==> src/rtl/rr_pkg_0001.sv <==
// Shared types and helpers for the round-robin grant controller.
package rr_pkg_0001;

    localparam int unsigned NUM_PORTS_DEF = 4;

    typedef enum logic {IDLE, LOCKED} rr_state_t;

    typedef logic [NUM_PORTS_DEF-1:0] port_vec_t;

    // Index of the single set bit among the low n bits; anything not one-hot maps to 0.
    function automatic int unsigned onehot2idx(input logic [31:0] vec, input int unsigned n);
        int unsigned idx;
        int unsigned ones;
        idx  = 0;
        ones = 0;
        for (int unsigned i = 0; i < 32; i++) begin
            if (i < n && vec[i]) begin
                ones = ones + 1;
                idx  = i;
            end
        end
        return (ones == 1) ? idx : 0;
    endfunction

endpackage

==> src/rtl/rr_pick_0001.sv <==
// Combinational rotate-and-priority-encode: first requester at or after the priority index.
module rr_pick_0001
    import rr_pkg_0001::*;
#(
    parameter int unsigned NUM_PORTS = NUM_PORTS_DEF,
    localparam int unsigned IDX_W = (NUM_PORTS > 1) ? $clog2(NUM_PORTS) : 1
) (
    input  logic [NUM_PORTS-1:0] i_priority_order,
    input  logic [NUM_PORTS-1:0] i_req,
    output logic [IDX_W-1:0]     o_winner,
    output logic                 o_any_req
);

    int unsigned w_start;
    int unsigned w_idx;
    logic        w_found;

    assign o_any_req = |i_req;

    // Scan from the priority index upward, wrapping, and keep the first requester.
    always_comb begin
        w_start  = onehot2idx(32'(i_priority_order), NUM_PORTS);
        w_idx    = 0;
        w_found  = 1'b0;
        o_winner = '0;
        for (int unsigned k = 0; k < NUM_PORTS; k++) begin
            w_idx = (w_start + k) % NUM_PORTS;
            if (!w_found && i_req[IDX_W'(w_idx)]) begin
                w_found  = 1'b1;
                o_winner = IDX_W'(w_idx);
            end
        end
    end

endmodule

==> src/rtl/rr_grant_ctrl_0001.sv <==
// Wormhole grant controller: locks one input port per packet and steers its flit handshake.
module rr_grant_ctrl_0001
    import rr_pkg_0001::*;
#(
    parameter int unsigned NUM_PORTS     = NUM_PORTS_DEF,
    parameter int unsigned MAX_PKT_FLITS = 16,
    localparam int unsigned IDX_W = (NUM_PORTS > 1) ? $clog2(NUM_PORTS) : 1,
    localparam int unsigned CNT_W = $clog2(MAX_PKT_FLITS + 1)
) (
    input  logic                 clk,
    input  logic                 reset,
    input  logic [NUM_PORTS-1:0] priority_order_i,
    input  logic [NUM_PORTS-1:0] req_i,
    input  logic [NUM_PORTS-1:0] valid_i,
    input  logic [NUM_PORTS-1:0] tail_i,
    output logic [NUM_PORTS-1:0] ready_o,
    input  logic                 out_ready_i,
    output logic                 out_valid_o,
    output logic                 out_tail_o,
    output logic [NUM_PORTS-1:0] grant_o,
    output logic [IDX_W-1:0]     sel_o,
    output logic                 change_order_o,
    output logic                 err_o
);

    rr_state_t            r_state;
    logic [NUM_PORTS-1:0] r_grant;
    logic [IDX_W-1:0]     r_sel;
    logic [CNT_W-1:0]     r_cnt;
    logic                 r_err;

    logic [IDX_W-1:0]     w_winner;
    logic                 w_any_req;
    logic                 w_locked;
    logic                 w_xfer;
    logic                 w_at_limit;
    logic                 w_release;
    logic                 w_overflow;

    rr_pick_0001 #(
        .NUM_PORTS (NUM_PORTS)
    ) u_pick (
        .i_priority_order (priority_order_i),
        .i_req            (req_i),
        .o_winner         (w_winner),
        .o_any_req        (w_any_req)
    );

    // Handshake decode for the locked port; release on tail or on reaching the flit limit.
    always_comb begin
        w_locked   = (r_state == LOCKED);
        w_xfer     = w_locked & valid_i[r_sel] & out_ready_i;
        w_at_limit = (r_cnt == CNT_W'(MAX_PKT_FLITS - 1));
        w_release  = w_xfer & (tail_i[r_sel] | w_at_limit);
        // A tail arriving exactly at the limit is a legal packet, not an overflow.
        w_overflow = w_xfer & ~tail_i[r_sel] & w_at_limit;
    end

    // Output steering; the rotate pulse is suppressed while reset is asserted.
    always_comb begin
        ready_o        = r_grant & {NUM_PORTS{out_ready_i}};
        out_valid_o    = w_locked & valid_i[r_sel];
        out_tail_o     = w_locked & tail_i[r_sel];
        change_order_o = w_release & ~reset;
        grant_o        = r_grant;
        sel_o          = r_sel;
        err_o          = r_err;
    end

    // Grant FSM with flit counter and sticky overflow flag.
    always_ff @(posedge clk) begin
        if (reset) begin
            r_state <= IDLE;
            r_grant <= '0;
            r_sel   <= '0;
            r_cnt   <= '0;
            r_err   <= 1'b0;
        end else begin
            case (r_state)
                IDLE: begin
                    if (w_any_req) begin
                        r_state <= LOCKED;
                        r_grant <= {{(NUM_PORTS - 1){1'b0}}, 1'b1} << w_winner;
                        r_sel   <= w_winner;
                        r_cnt   <= '0;
                    end
                end
                LOCKED: begin
                    if (w_release) begin
                        r_state <= IDLE;
                        r_grant <= '0;
                        r_sel   <= '0;
                        r_cnt   <= '0;
                        if (w_overflow) begin
                            r_err <= 1'b1;
                        end
                    end else if (w_xfer) begin
                        r_cnt <= r_cnt + CNT_W'(1);
                    end
                end
                default: begin
                    r_state <= IDLE;
                end
            endcase
        end
    end

endmodule
==> config.mk <==
export PLATFORM = sky130hd
export DESIGN_NAME = rr_grant_ctrl_0001
export DESIGN_NICKNAME = d
export VERILOG_FILES = /design/src/rtl/rr_pkg_0001.sv /design/src/rtl/rr_pick_0001.sv /design/src/rtl/rr_grant_ctrl_0001.sv
export SDC_FILE = /design/constraint.sdc
export NUM_CORES = 1
export LEC_CHECK = 0
export ABC_AREA = 1
export CORE_ASPECT_RATIO = 2
export CORE_MARGIN = 2
export CORE_UTILIZATION = 35
export DETAILED_ROUTE_END_ITERATION = 10
export DONT_BUFFER_PORTS = 1
export GPL_TIMING_DRIVEN = 0
export PLACE_DENSITY_LB_ADDON = 0.12
export SLEW_MARGIN = 20
export SYNTH_ARGS = -nofsm -noshare
export SYNTH_HDL_FRONTEND = slang
export SYNTH_SLANG_ARGS = --single-unit
==> constraint.sdc <==
create_clock -name clk -period 4.1 [get_ports clk]
set_input_delay 1.025 -clock clk [delete_from_list [all_inputs] [get_ports clk]]
set_output_delay 1.025 -clock clk [all_outputs]
set_load 0.05 [all_outputs]
==> impl_metrics.yaml <==
outcome:
  outcome: "complete, no violations"
synth:
  syn_avg_cell_area_um2: 6.37
  netlist_area_um2: 1240
  ys_seq_area_share_pct: 21.1
  ys_types: 29
  synth-seq-cells: 13
  synthCells: 194
  synth_nets: 218
  yosysWarnings: 0
hold_path:
  min_from: "r_cnt[4]"
  hold_class: "reg2reg"
  worstHoldPathCells: 2
timing:
  setup_tns_ps: 0
  max_freq_mhz: 264
  setup-violations-final: 0
  fin_crit_ps: 3790
  finClkSkew_ps: 2.10
  rsz0062_at_grt: "false"
  worst_slew_pin_slew_ps: 881
  finalHoldViolations: 0
  holdWs_ps: 496
  slew_headroom_pct: 41.1
  slew_viol_final: 0
  timing.final.crit_share_pct: 92.4
finish:
  fin_util_pct: 39.3
  drive_above_1_share_pct: 19.2
  area_delta_synth_final_pct: 7.39
  antenna_cells: 0
  fin_nets: 223
  fin_cells: 230
  fillers: 367
clocking:
  cts-buffers-inserted: 3
  clockBufferDepth: 2
  cts.htree.levels: 1
  cts_sinks: 13
  clock-root-buffer: "clkbuf_8"
  hold_buffers: 0
  cts_tree: "built"
  clkTransAtPathRegs_ps: 50
  clk_latency_ps: 240
global_routing:
  grt_first_pass_wirelength_um: 4660
  antenna_found_initial: 0
  grt.overflow.total: 0
  grt_max_degree: 11
  grtUsageTotal_pct: 15.0
  grt_pass1_vias: 1150
critical_path:
  crit_path_start_kind: "flop"
  path_depth: 8
  critPathMaxStageDelay_ps: 670
  startpoint: "sel_o[1]"
  cp_slowest_cell: "dfxtp_1"
  cp_num_buf_inv: 2
  crit_path_frequent_cell: "inv_1"
  worstSetupEndpointType: "output port"
  crit_arrival_ps: 2760
  required_ps: 3070
  crit_family: "compound AO/OA/AOI/OAI gates"
  reg2reg_depth: 9
  crit_type: "reg2out"
  crit_chain: "inv_1 -> nor2_1 -> o21ai_0 -> a21oi_2 -> nand2_1 -> a21oi_1 -> inv_1 -> nor2_2"
  crit_fanout: 4
  reg2reg_from: "sel_o[1]"
route:
  avgViaCountPerCell: 5.36
  drt-initial-drc-count: 29
  drt-pass1-iter-count: 4
  via_count: 1233
  wl_per_cell_um: 12.1
  postRouteAntennaNets: 0
  drt_wl_total_um: 2790
  drc: 0
die:
  die_h_um: 88.0
  initial_core_util_pct: 36.6
  rows: 30
  num_io_pins: 33
  die_width_um: 46.0
  dieArea_um2: 4050
  core_area_um2: 3380
place:
  io_buffers: 0
  dp_hpwl_um: 2360
  dp_cells: 226
  place_congestion: 0.829
pwr:
  power.density_nw_per_um2: 347
  p_leak_nw: 0.651
  ir_worst_vdd_v: 0.000139
run:
  drv_cap: 0
[cell type report]
class,count,area [um2],area share (%)
multi-input cells,146,818,61.6
flip-flops and latches,13,260,19.6
well taps,32,40.0,3.02
inverters,30,115,8.67
plain buffers,5,48.8,3.68
clock buffers,4,45.0,3.39
[worst paths after layout]
kind | to | slack, ps
max | change_order_o | 310
min | r_cnt[4] | 500
max reg2reg | r_cnt[0] | 1470
min reg2reg | r_cnt[4] | 500
[state kept, by name, summed over array words and instances (netlist names)]
name	flops
grant_o	4
sel_o	2
r_cnt	5
r_state	1
err_o	1
[tightest hold or removal path: cells and delay by family, from the launching register on]
kind,cells,cell delay [ps]
flip-flops,1,300
AND/OR/NAND/NOR,1,90
AO/OA/AOI/OAI,1,50
[cell families (layout without fill, tap and decap cells)]
family          count (synthesis)  after routing  share of synthesized area (%)
fa+ha+maj                       5              5                           5.06
buf+inv                        35             39                           13.3
xor+xnor                        1              1                          0.709
flops                          13             13                           21.1
simple gates                  120            120                           50.4
compound gates                 20             20                           9.51
[where the power goes]
part	internal [mW]	switching (mW)	total (mW)	leakage (nW)
clock network	0.0684	0.0423	0.111	0.0228
registers	0.137	0.0359	0.173	0.106
logic	0.0567	0.121	0.177	0.522
total	0.262	0.199	0.461	0.651
[synth_stat cells]
library cell / number / area [um2]
nand3_1: 17 / 85.1
a32oi_1: 1 / 8.76
xor2_1: 1 / 8.76
nand2_2: 7 / 43.8
o21ai_2: 2 / 17.5
a211oi_1: 1 / 7.51
clkbuf_1: 1 / 3.75
or2_2: 2 / 12.5
nand3b_2: 2 / 22.5
a21oi_2: 1 / 8.76
nand3b_1: 2 / 15.0
nor4_1: 1 / 6.26
ha_1: 5 / 62.6
nor3_1: 2 / 10.0
o21ai_1: 1 / 5.00
nor2_1: 21 / 78.8
nor2_4: 2 / 22.5
a21oi_1: 10 / 50.1
dfxtp_1: 13 / 260
nand2_1: 42 / 158
buf_6: 4 / 45.0
inv_1: 28 / 105
inv_2: 1 / 3.75
o21ai_0: 4 / 20.0
nand3_2: 7 / 70.1
inv_4: 1 / 6.26
nand2_4: 1 / 11.3
nand4_1: 11 / 68.8
nor2_2: 3 / 18.8
[metal layers]
layer	vias to the layer above	share of wire, %	global-route usage [%]
met5	-	0	0
met4	0	1.5	6.23
met3	4	4.4	2.47
met2	34	57	28.0
met1	554	37	15.1
li1	641	-	-
[placed cells by master, fill, tap and decap left out, types with 2 or more instances in the layout]
cell       n
dfxtp_1   13
clkbuf_8   3
nor2_1    20
nand3b_2   2
nor2_2     4
a21oi_2    2
nor2_4     2
or2_2      2
buf_6      4
nand4_1   11
nand2_1   42
a21oi_1    9
nand3_1   17
o21ai_0    4
inv_1     28
ha_1       5
nand3_2    7
o21ai_2    2
nand2_2    7
clkbuf_1   2
nand3b_1   2
nor3_1     2
[metrics by stage]
stage	area, um2	power (mW)	worst slack (ps)
global placement	1280	0.349	166
global route	1330	0.497	110
finish	1330	0.461	312
floorplan	1240	0.325	286
detailed placement	1280	0.354	148
CTS	1330	0.469	65.6
[what timing repair did]
| action | CTS | global route |
|---|---|---|
| setup endpoints to repair | 0 | 1 |
| buffers inserted | 0 | 0 |
| endpoints found under the hold margin | 0 | 0 |
| gates resized for setup | 0 | 1 |
No activity file was read; power rests on OpenSTA's default activity.
